## src/rtl/ucie_ctl_sb_pkg.sv

```systemverilog
// Shared sideband constants: opcodes, msgcodes, subcodes, RDI decode codes,
// header bit positions and the RX decoder FSM state type.
package ucie_ctl_sb_pkg;

  localparam logic [4:0] OPC_MSG_NODATA = 5'b10010;
  localparam logic [4:0] OPC_MSG_DATA64 = 5'b11011;

  // MC_ADV_CAP and MC_LM_REQ share a value; the opcode disambiguates them.
  localparam logic [7:0] MC_ADV_CAP = 8'h01;
  localparam logic [7:0] MC_LM_REQ  = 8'h01;
  localparam logic [7:0] MC_LM_RSP  = 8'h02;
  localparam logic [7:0] MC_ERROR   = 8'h09;

  localparam logic [7:0] SC_ADV_CAP      = 8'h00;
  localparam logic [7:0] SC_ACTIVE       = 8'h01;
  localparam logic [7:0] SC_LINK_RESET   = 8'h09;
  localparam logic [7:0] SC_ERR_CORR     = 8'h00;
  localparam logic [7:0] SC_ERR_NONFATAL = 8'h01;
  localparam logic [7:0] SC_ERR_FATAL    = 8'h02;

  localparam logic [4:0] DC_ADV_CAP        = 5'b00000;
  localparam logic [4:0] DC_REQ_ACTIVE     = 5'b10101;
  localparam logic [4:0] DC_REQ_LINK_RESET = 5'b10111;
  localparam logic [4:0] DC_RSP_ACTIVE     = 5'b11001;
  localparam logic [4:0] DC_RSP_LINK_RESET = 5'b11011;
  localparam logic [4:0] DC_ERR_CORR       = 5'b11100;
  localparam logic [4:0] DC_ERR_NONFATAL   = 5'b11101;
  localparam logic [4:0] DC_ERR_FATAL      = 5'b11110;

  // Phase0 field positions
  localparam int HDR_OPC_LSB   = 0;
  localparam int HDR_OPC_MSB   = 4;
  localparam int HDR_MC_LSB    = 14;
  localparam int HDR_MC_MSB    = 21;
  localparam int HDR_SRC_LSB   = 27;
  localparam int HDR_SRC_MSB   = 29;
  localparam int HDR_CP_BIT    = 30;
  localparam int HDR_DP_BIT    = 31;
  // Phase1 field positions
  localparam int HDR_SC_LSB    = 0;
  localparam int HDR_SC_MSB    = 7;
  localparam int HDR_INFO_LSB  = 8;
  localparam int HDR_INFO_MSB  = 23;
  localparam int HDR_DST_LSB   = 24;
  localparam int HDR_DST_MSB   = 26;

  typedef enum logic [1:0] {
    S_HDR0  = 2'd0,
    S_HDR1  = 2'd1,
    S_DATA0 = 2'd2,
    S_DATA1 = 2'd3
  } sb_rx_state_e;

endpackage

```

## src/rtl/ucie_ctl_sb_rx_msg_decoder_classifier.sv

```systemverilog
// Pure combinational lookup of (opcode, msgcode, subcode) to {known, code}.
module ucie_ctl_sb_rx_classifier
  import ucie_ctl_sb_pkg::*;
(
  input  logic [4:0] i_opcode,
  input  logic [7:0] i_msgcode,
  input  logic [7:0] i_subcode,
  output logic       o_known,
  output logic [4:0] o_code
);

  always_comb begin
    o_known = 1'b0;
    o_code  = DC_ADV_CAP;
    if (i_opcode == OPC_MSG_DATA64) begin
      if (i_msgcode == MC_ADV_CAP && i_subcode == SC_ADV_CAP) begin
        o_known = 1'b1;
        o_code  = DC_ADV_CAP;
      end
    end else if (i_opcode == OPC_MSG_NODATA) begin
      case (i_msgcode)
        MC_LM_REQ: begin
          if (i_subcode == SC_ACTIVE) begin
            o_known = 1'b1;
            o_code  = DC_REQ_ACTIVE;
          end else if (i_subcode == SC_LINK_RESET) begin
            o_known = 1'b1;
            o_code  = DC_REQ_LINK_RESET;
          end
        end
        MC_LM_RSP: begin
          if (i_subcode == SC_ACTIVE) begin
            o_known = 1'b1;
            o_code  = DC_RSP_ACTIVE;
          end else if (i_subcode == SC_LINK_RESET) begin
            o_known = 1'b1;
            o_code  = DC_RSP_LINK_RESET;
          end
        end
        MC_ERROR: begin
          if (i_subcode == SC_ERR_CORR) begin
            o_known = 1'b1;
            o_code  = DC_ERR_CORR;
          end else if (i_subcode == SC_ERR_NONFATAL) begin
            o_known = 1'b1;
            o_code  = DC_ERR_NONFATAL;
          end else if (i_subcode == SC_ERR_FATAL) begin
            o_known = 1'b1;
            o_code  = DC_ERR_FATAL;
          end
        end
        default: ;
      endcase
    end
  end

endmodule

```

## src/rtl/ucie_ctl_sb_rx_msg_decoder.sv

```systemverilog
// Sideband RX decoder: assembles header/data phases, checks parity, classifies
// the message and reports it to the CTL FSM over a valid/ack handshake.
module ucie_ctl_sb_rx_msg_decoder
  import ucie_ctl_sb_pkg::*;
#(
  parameter int DATA_W  = 64,
  parameter int PHASE_W = 32
) (
  input  logic               i_clk,
  input  logic               i_rst,
  input  logic               i_enable,
  input  logic               i_sb_rx_valid,
  input  logic [PHASE_W-1:0] i_sb_rx_data,
  input  logic               i_ctl_ack,
  output logic [4:0]         o_rdi_pl_sb_decode,
  output logic               o_rdi_pl_sb_valid,
  output logic [DATA_W-1:0]  o_adv_cap_data,
  output logic               o_unknown_msg,
  output logic               o_parity_err,
  output logic               o_overrun
);

  // Handshake: a report is offered while o_rdi_pl_sb_valid is 1 and is
  // consumed on any cycle where valid and i_ctl_ack are both 1.

  sb_rx_state_e       state_q, state_d;
  logic [PHASE_W-1:0] hdr0_q, hdr0_d;
  logic [PHASE_W-1:0] hdr1_q, hdr1_d;
  logic [PHASE_W-1:0] data_lo_q, data_lo_d;

  logic [4:0]         decode_q, decode_d;
  logic               valid_q, valid_d;
  logic [DATA_W-1:0]  adv_cap_q, adv_cap_d;
  logic               unknown_q, unknown_d;
  logic               parity_err_q, parity_err_d;
  logic               overrun_q, overrun_d;

  logic               accept;
  logic               eval_fire;
  logic               is_data_msg;
  logic [PHASE_W-1:0] phase1_cur;
  logic [DATA_W-1:0]  data_full;
  logic [4:0]         opcode;
  logic               cp_calc;
  logic               dp_calc;
  logic               parity_ok;
  logic               cls_known;
  logic [4:0]         cls_code;
  logic               good_msg;

  assign accept = i_enable && i_sb_rx_valid;
  assign opcode = hdr0_q[HDR_OPC_MSB:HDR_OPC_LSB];

  // Phase1 is still on the bus when a no-data message completes.
  assign phase1_cur  = (state_q == S_HDR1) ? i_sb_rx_data : hdr1_q;
  assign data_full   = {i_sb_rx_data, data_lo_q};
  assign is_data_msg = (state_q == S_DATA1);

  assign cp_calc   = ^{hdr0_q[HDR_SRC_MSB:0], phase1_cur};
  assign dp_calc   = is_data_msg ? ^data_full : 1'b0;
  assign parity_ok = (hdr0_q[HDR_CP_BIT] == cp_calc) && (hdr0_q[HDR_DP_BIT] == dp_calc);

  ucie_ctl_sb_rx_classifier u_classifier (
    .i_opcode  (opcode),
    .i_msgcode (hdr0_q[HDR_MC_MSB:HDR_MC_LSB]),
    .i_subcode (phase1_cur[HDR_SC_MSB:HDR_SC_LSB]),
    .o_known   (cls_known),
    .o_code    (cls_code)
  );

  always_comb begin
    state_d   = state_q;
    hdr0_d    = hdr0_q;
    hdr1_d    = hdr1_q;
    data_lo_d = data_lo_q;
    eval_fire = 1'b0;
    if (!i_enable) begin
      state_d = S_HDR0;
    end else if (accept) begin
      unique case (state_q)
        S_HDR0: begin
          hdr0_d  = i_sb_rx_data;
          state_d = S_HDR1;
        end
        S_HDR1: begin
          hdr1_d = i_sb_rx_data;
          if (opcode == OPC_MSG_DATA64) begin
            state_d = S_DATA0;
          end else begin
            state_d   = S_HDR0;
            eval_fire = 1'b1;
          end
        end
        S_DATA0: begin
          data_lo_d = i_sb_rx_data;
          state_d   = S_DATA1;
        end
        S_DATA1: begin
          state_d   = S_HDR0;
          eval_fire = 1'b1;
        end
        default: state_d = S_HDR0;
      endcase
    end
  end

  assign good_msg = eval_fire && parity_ok && cls_known;

  always_comb begin
    decode_d     = decode_q;
    valid_d      = valid_q;
    adv_cap_d    = adv_cap_q;
    unknown_d    = eval_fire && parity_ok && !cls_known;
    parity_err_d = eval_fire && !parity_ok;
    overrun_d    = 1'b0;
    if (valid_q && i_ctl_ack) begin
      valid_d = 1'b0;
    end
    if (good_msg) begin
      // An ack in the same cycle frees the slot for the new report.
      if (valid_q && !i_ctl_ack) begin
        overrun_d = 1'b1;
      end else begin
        decode_d = cls_code;
        valid_d  = 1'b1;
        if (cls_code == DC_ADV_CAP) begin
          adv_cap_d = data_full;
        end
      end
    end
  end

  always_ff @(posedge i_clk or negedge i_rst) begin
    if (!i_rst) begin
      state_q      <= S_HDR0;
      hdr0_q       <= '0;
      hdr1_q       <= '0;
      data_lo_q    <= '0;
      decode_q     <= '0;
      valid_q      <= 1'b0;
      adv_cap_q    <= '0;
      unknown_q    <= 1'b0;
      parity_err_q <= 1'b0;
      overrun_q    <= 1'b0;
    end else begin
      state_q      <= state_d;
      hdr0_q       <= hdr0_d;
      hdr1_q       <= hdr1_d;
      data_lo_q    <= data_lo_d;
      decode_q     <= decode_d;
      valid_q      <= valid_d;
      adv_cap_q    <= adv_cap_d;
      unknown_q    <= unknown_d;
      parity_err_q <= parity_err_d;
      overrun_q    <= overrun_d;
    end
  end

  assign o_rdi_pl_sb_decode = decode_q;
  assign o_rdi_pl_sb_valid  = valid_q;
  assign o_adv_cap_data     = adv_cap_q;
  assign o_unknown_msg      = unknown_q;
  assign o_parity_err       = parity_err_q;
  assign o_overrun          = overrun_q;

endmodule

```

## config.mk

```make
export PLATFORM = sky130hd
export DESIGN_NAME = ucie_ctl_sb_rx_msg_decoder
export DESIGN_NICKNAME = d
export VERILOG_FILES = /design/src/rtl/ucie_ctl_sb_pkg.sv /design/src/rtl/ucie_ctl_sb_rx_msg_decoder_classifier.sv /design/src/rtl/ucie_ctl_sb_rx_msg_decoder.sv
export SDC_FILE = /design/constraint.sdc
export NUM_CORES = 1
export LEC_CHECK = 0
export CORE_ASPECT_RATIO = 0.5
export CORE_MARGIN = 8
export CORE_UTILIZATION = 35
export DETAILED_ROUTE_END_ITERATION = 10
export PLACE_DENSITY_LB_ADDON = 0.15
export SLEW_MARGIN = 0
export SYNTH_ARGS = -nofsm -noshare
export SYNTH_HDL_FRONTEND = slang
export SYNTH_SLANG_ARGS = --single-unit
export TNS_END_PERCENT = 100
```

## constraint.sdc

```tcl
create_clock -name i_clk -period 11.7 [get_ports i_clk]
set_input_delay 1.755 -clock i_clk [delete_from_list [all_inputs] [get_ports i_clk]]
set_output_delay 1.755 -clock i_clk [all_outputs]
set_load 0.02 [all_outputs]
```

==> results of run 1 <==
-- cell usage in the layout (no fill, tap or decap), drive strengths merged, types with 2 or more instances in the layout --
cell type | synthesis | routed
o21ai | 13 | 13
ha | 15 | 15
clkinv | 0 | 3
nand2 | 16 | 16
xor2 | 9 | 9
mux2i | 12 | 12
nand2b | 3 | 3
buf | 10 | 8
and2 | 4 | 4
dfrtp | 171 | 171
clkinvlp | 0 | 3
nor4 | 2 | 2
a21oi | 13 | 13
nor2 | 20 | 20
inv | 16 | 21
clkbuf | 12 | 18
or2 | 2 | 2
nand3 | 5 | 5
and3 | 3 | 3
xnor3 | 8 | 8
xnor2 | 91 | 91
mux2 | 148 | 148
clkdlybuf4s50 | 0 | 108
bufinv | 0 | 3
-- stage by stage --
stage / utilization / hold WS, ns / setup slack, ns / power, W / area, µm²
floorplan: - / 0.479 / 7.04 / 0.00126 / 8300
global placement: 0.421 / 0.488 / 5.97 / 0.00140 / 9690
detailed placement: 0.421 / 0.492 / 5.90 / 0.00142 / 9690
CTS: 0.448 / 0.509 / 6.36 / 0.00203 / 10300
global route: 0.448 / 0.514 / 6.18 / 0.00211 / 10300
finish: 0.448 / 0.508 / 6.34 / 0.00200 / 10300
-- cells by family (layout without fill, tap and decap cells) --
family          Yosys count  in the layout
compound gates           35             35
xor+xnor                108            108
fa+ha+maj                15             15
buf+inv                  38            164
flops                   171            171
mux                     160            160
simple gates             63             63
-- registers in the layout (all words and copies together), names as in the netlist, 2 cells and up --
signal,cells
hdr0_q,32
state_q,2
hdr1_q,32
o_rdi_pl_sb_decode,5
data_lo_q,32
o_adv_cap_data,64
-- worst max-delay path by stage --
stage | start | to | slack (ns) | cells after the start
finish | i_sb_rx_data[0] | o_adv_cap_data[0] | 6.34 | 12
global route | i_sb_rx_data[0] | o_adv_cap_data[1] | 6.18 | 12
CTS | i_sb_rx_data[0] | o_adv_cap_data[1] | 6.36 | 12
detailed placement | i_sb_rx_data[0] | o_adv_cap_data[1] | 5.90 | 12
global placement | i_sb_rx_data[0] | o_adv_cap_data[0] | 5.97 | 12
floorplan | i_sb_rx_data[1] | o_adv_cap_data[10] | 7.04 | 12
-- power by group --
group          internal (W)  total (W)  switching (W)
sequential         0.000653   0.000692      0.0000393
combinational      0.000359   0.000713       0.000355
clock              0.000346   0.000598       0.000252
-- routing by layer --
layer,part of all wire,vias up,track usage
met5,0,-,0
met4,0.0095,0,0.0357
met3,0.031,9,0.0368
met2,0.45,44,0.197
met1,0.51,2441,0.195
li1,-,2249,-
-- synthesized netlist by cell type (all sizes together) (2+ instances only) --
master,instances,area share
clkbuf,12,0.0054
inv,16,0.0072
dfrtp,171,0.52
nand2b,3,0.0023
or2,2,0.0015
mux2,148,0.23
a21oi,13,0.0078
nand3,5,0.0030
mux2i,12,0.014
ha,15,0.023
nor4,2,0.0015
and2,4,0.0030
and3,3,0.0023
xnor2,91,0.096
xnor3,8,0.022
xor2,9,0.010
nand2,16,0.0072
nor2,20,0.0090
o21ai,13,0.0078
buf,10,0.013
-- worst register-to-register path: cells and delay by family (launching register included) --
| family | cells | cell delay (ns) |
|---|---|---|
| compound gates | 1 | 0.12 |
| xor+xnor | 6 | 1.53 |
| fa+ha+maj | 1 | 0.29 |
| buf+inv | 2 | 0.65 |
| flops | 1 | 0.52 |
| mux | 2 | 0.83 |
| simple gates | 1 | 0.82 |
-- layout make-up --
cell class / instances / area share
multi-input combinational: 381 / 0.371
inverter: 16 / 0.00583
tap: 307 / 0.0373
clock buffer: 18 / 0.0426
timing repair buffer: 116 / 0.111
sequential: 171 / 0.415
clock inverter: 14 / 0.0176
==> metrics.md, run 1 <==
| Metric | Value |
|---|---|
| H-tree levels | 4 |
| Share of layout cells above drive strength 1 | 0.272 |
| Critical path's top delay family | XOR/XNOR gates |
| Setup TNS | 0 ns |
| Crit Path Max Fanout | 35 |
| First-pass GRT wire length | between 30,000 and 40,000 µm |
| Synthesized area | between 8000 and 9000 µm² |
| VDD IR max | slightly above 300 µV |
| Crit end category | flop |
| Post-synthesis mux area share | 0.242 |
| CP Launch Type | input port |
| Fin crit share | 0.458 |
| Max-slew violations | 0 |
| GRT Overall Usage | 0.136 |
| Worst setup path class | in2reg |
| Maxcap violations | 0 |
| Avg Cell Area, Syn | roughly 14 µm² |
| P per Cell Area | 194 nW/µm² |
| CP Data Required Time | approximately 12 ns |
| DRC viols | 0 |
| Gates resized, CTS repair | 0 |
| Commonest register cell after synthesis | dfrtp_1 |
| DP HPWL | about 13,000 µm |
| Avg WL per Cell | about 18 µm |
| Worst Hold Depth | 1 |
| Fin crit period | about 5.4 ns |
| Final GP Congestion | roughly 0.8 |
| Final setup vio count | 0 |
| Post-route ant nets | 0 |
| Critical Path Max Stage Delay | 0.69 ns |
| Vias in the first global route | between 5k and 6k |
| Count of final hold-check violations | 0 |
| Simple-gate share of the synthesized area | 0.0372 |
| Hold Startpoint | hdr1_q[15] |
| Critical Path AT | roughly 5.7 ns |
| Number of buffers and inverters on the critical path | 2 |
| Die area | slightly below 30,000 µm² |
| Final nets | between 700 and 800 |
| Vias | between 4k and 5k |
| Cell variety after synth | 41 |
| Seq/Total Area, Yosys | 0.516 |
| HP Class | reg2reg |
| YS warnings | 0 |
| Worst r2r path cells | 13 |
| Overflow after GRT | 0 |
| Chip height | between 100 and 150 µm |
| DR pass1 iterations | 4 |
| Clk root buf | clkbuf_16 |
| Port buffer count | 109 |
| DR iter-0 viols | about 280 |
| Reg area | 4280 µm² |
| # rows | 39 |
| Multi-input logic area | 3820 µm² |
| Setup Skew | approximately 0.013 ns |
| Lkg Pwr | roughly 4.8 nW |
| Worst slew pin tran | a little over 1 ns |
| CP Cell Sequence | clkdlybuf4s50_1 > mux2i_1 > ha_1 > xnor2_1 > xnor2_1 > xnor2_1 > xnor3_1 > xnor3_1 > xor2_2 > o2111ai_4 > buf_4 > mux2_2 |
| Mean number of vias per cell | between 4 and 5 |
| Mapped Nets | roughly 640 |
| CTS Hold Bufs | 0 |
| Fmax | around 0.19 GHz |
| Post-Synth XOR/XNOR Area | 0.128 |
| Adder-Cell Fraction of Synth Area | 0.0226 |
| Post-synthesis async set-or-reset flop share | 1.00 |
| #FFs+latches synth | ~170 |
| Worst Hold End | hdr1_q[15] |
| RSZ-0062 raised after global routing | no |
| Worst path slowest cell | clkdlybuf4s50_1 |
| Number of fill cells in the layout | 2,162 |
| Cells after Synth | ~600 |
| Sink Count | around 170 |
| Ant. Diodes | 0 |
| Initial Util | 0.360 |
| Placed insts | slightly below 1k |
| Non-Filler Instances | between 1k and 1.5k |
| Register-to-Register Setup Slack | roughly 6.8 ns |
| Largest family of logic cells by synthesized area | multiplexers |
| Antenna violations before repair | 0 |
| Compound-Gate Fraction of Synth Area | 0.0285 |
| Syn-to-layout area delta | 24.2% |
| CTS tree | yes |
| Num ports | 110 |
| Maximum buffer depth of the clock tree | 2 |
| Reg2reg end | o_adv_cap_data[0] |
| Placeable Area | between 20,000 and 25,000 µm² |
| Pin count of the biggest net entering global routing | 80 |
| Post-CTS setup buffers | 0 |
| Most used cell, CP | xnor2_1 |
| DIE WIDTH | about 230 µm |
| Inserted Clock Buffers | 17 |
| Worst slew margin | 0.310 |
| Worst-Skew Late Latency | ~0.44 ns |
| Drt total wl | 18,800 µm |
| FF-to-FF Start | state_q[1] |
| Status | finished, final reports clean |
| Post-synth EDFFs | 0 |
| Reg clk slew, reported paths | around 0.07 ns |
No activity file was read; power rests on OpenSTA's default activity.
==> run 2: changes to the inputs <==
==> constraint.sdc (replaced) <==
create_clock -name i_clk -period 4.7 [get_ports i_clk]
set_input_delay 0.705 -clock i_clk [delete_from_list [all_inputs] [get_ports i_clk]]
set_output_delay 0.705 -clock i_clk [all_outputs]
set_load 0.02 [all_outputs]
==> run 2 against run 1 <==
Register-to-register slack got worse by 6.5 ns. Sequential power increased by 150%. Combinational power increased to 2.5 times the previous value. Clock power increased to 2.6 times the previous value. Global-route usage increased by 0.44 points. First-iteration DRC count unchanged. Die area unchanged. Sequential share of layout area decreased by 0.71 points. Via count increased by 2.1%. Setup slack got worse by 6.0 ns. Critical path depth increased by 1. Final cell count increased by 1.7%. Largest power group unchanged. Highest routed layer unchanged.
==> metrics.md, run 2 (synthesized netlist as in run 1, its figures left out) <==
| Metric | Value |
|---|---|
| Number of fill cells in the layout | 2,078 |
| Critical Path AT | between 4 and 5 ns |
| Mean number of vias per cell | around 4.7 |
| Drt total wl | roughly 20,000 µm |
| Worst setup path class | reg2reg |
| Setup Skew | between 0.008 and 0.009 ns |
| Critical Path Max Stage Delay | 0.52 ns |
| Sink Count | 171 |
| Power Total | a little over 0.005 W |
| Register-to-Register Setup Slack | around 0.36 ns |
| Count of final hold-check violations | 0 |
| Final Cell Area | between 10,000 and 15,000 µm² |
| CP Data Required Time | about 5 ns |
| H-tree levels | 4 |
| Placed insts | approximately 1.0k |
| Num ports | between 100 and 150 |
| Leading cell types in the layout, fill and taps excluded | 171 x dfrtp_1, 108 x clkdlybuf4s50_1, 91 x xnor2_1 |
| Most common cell after layout, fill and taps aside | dfrtp_1 |
| Critical path's top delay family | XOR/XNOR gates |
| # rows | 39 |
| Vias in the first global route | 5,259 |
| Inserted Clock Buffers | 17 |
| GRT Overall Usage | 0.140 |
| CP Cell Sequence | nand2b_1 > buf_4 > mux2i_1 > ha_1 > xnor2_1 > xnor2_1 > xnor2_1 > xnor3_1 > xnor3_1 > xor2_2 > o2111ai_4 > buf_12 > mux2_2 |
| Crit Path Max Fanout | 35 |
| Number of cells on the critical path | 13 |
| Pre-CTS setup slack | between 0.3 and 0.4 ns |
| Lkg Pwr | about 4.9 nW |
| Placeable Area | 23,000 µm² |
| Most used cell, CP | xnor2_1 |
| Ant. Diodes | 0 |
| DP HPWL | approximately 14,000 µm |
| Port buffer count | between 100 and 150 |
| DIE WIDTH | about 230 µm |
| Final nets | a little under 800 |
| Gates resized, CTS repair | 0 |
| Reg2reg end | o_adv_cap_data[0] |
| Share of layout cells above drive strength 1 | 0.289 |
| Final WS setup | 0.358 ns |
| Final GP Congestion | approximately 0.79 |
| Number of buffers and inverters on the critical path | 2 |
| CTS Hold Bufs | 0 |
| Antenna violations before repair | 0 |
| P per Cell Area | 481 nW/µm² |
| Die area | ~29,000 µm² |
| Crit end category | flop |
| DRC viols | 0 |
| Fin crit share | 0.924 |
| First-pass GRT wire length | 31,300 µm |
| Worst-Skew Late Latency | 0.44 ns |
| Status | finished, final reports clean |
| Worst path slowest cell | dfrtp_1 |
| Fmax | between 0.2 and 0.25 GHz |
| Maxcap violations | 0 |
| Area after DPL | about 9800 µm² |
| Vias | roughly 4.8k |
| Worst slew pin tran | about 0.94 ns |
| Pin count of the biggest net entering global routing | 98 |
| Initial Util | 0.360 |
| Worst r2r path cells | 13 |
| Crit path to | o_adv_cap_data[0] |
| VDD IR max | between 200 and 300 µV |
| CTS tree | yes |
| Maximum buffer depth of the clock tree | 2 |
| Max-slew violations | 0 |
| Syn-to-layout area delta | 26.3% |
| Worst slew margin | 0.370 |
| RSZ-0062 raised after global routing | no |
| Post-CTS setup buffers | 0 |
| FF-to-FF Start | state_q[1] |
| CP Launch Type | flop |
| DR iter-0 viols | about 280 |
| Setup TNS | 0 ns |
| Final setup vio count | 0 |
| Clk root buf | clkbuf_16 |
| Overflow after GRT | 0 |
| CP startpoint | state_q[1] |
| Max reg flops | 64 |
| HP Class | in2async |
| Avg WL per Cell | 18.8 µm |
| Post-route ant nets | 0 |
| Reg clk slew, reported paths | 0.07 ns |
| Chip height | 125 µm |
| Fin crit period | 4.34 ns |
| DR pass1 iterations | 4 |
| Non-Filler Instances | around 1.0k |
## run 2: changes by cell type in the layout (fill, tap and decap cells not counted), sizes merged
cell | previous run | this run
clkbuf | 18 | 19
buf | 8 | 25
clkinv | 3 | 5
clkinvlp | 3 | 1
bufinv | 3 | 4
inv | 21 | 19
## run 2: through the flow
step	hold slack, ns	util
floorplan	0.409	-
global placement	0.488	0.428
detailed placement	0.491	0.428
CTS	0.393	0.455
global route	0.417	0.455
finish	0.337	0.455
## run 2: layout make-up
class / count / area (µm²) / area share
flip-flops and latches: 171 / 4280 / 0.408
multi-input cells: 381 / 3810 / 0.364
repair buffers: 133 / 1310 / 0.125
clock buffers: 19 / 453 / 0.0432
well taps: 307 / 384 / 0.0366
clock inverters: 13 / 188 / 0.0179
inverters: 16 / 60.1 / 0.00573
## run 2: layer usage
| metal | up-vias | wire length (µm) | global-route usage |
|---|---|---|---|
| met3 | 17 | 489 | 0.0341 |
| met2 | 50 | 8800 | 0.206 |
| met4 | 0 | 255 | 0.0471 |
| met5 | - | 0 | 0 |
| li1 | 2287 | - | - |
| met1 | 2487 | 9960 | 0.198 |
## run 2: how the worst min path moves through the flow
stage,to,depth (start not counted)
2_1_floorplan,data_lo_q[0],0
3_3_place_gp,hdr1_q[28],1
3_5_place_dp,o_adv_cap_data[55],1
4_1_cts,o_adv_cap_data[51],1
5_1_grt,o_adv_cap_data[51],1
6_report,o_adv_cap_data[51],1
## run 2: power by group
group	internal, W	switching, W
registers	0.00163	0.0000995
logic	0.000903	0.000883
clock network	0.000923	0.000609
==> run 3: changes to the inputs <==
--- a/config.mk
+++ b/config.mk
@@ -8,6 +8,7 @@
 export CORE_ASPECT_RATIO = 0.5
 export CORE_MARGIN = 8
 export CORE_UTILIZATION = 35
+export CTS_CLUSTER_SIZE = 12
 export DETAILED_ROUTE_END_ITERATION = 10
 export PLACE_DENSITY_LB_ADDON = 0.15
 export SLEW_MARGIN = 0
==> results of run 3 <==
Same layout as run 2: the final DEF is identical, and so are final timing and power.
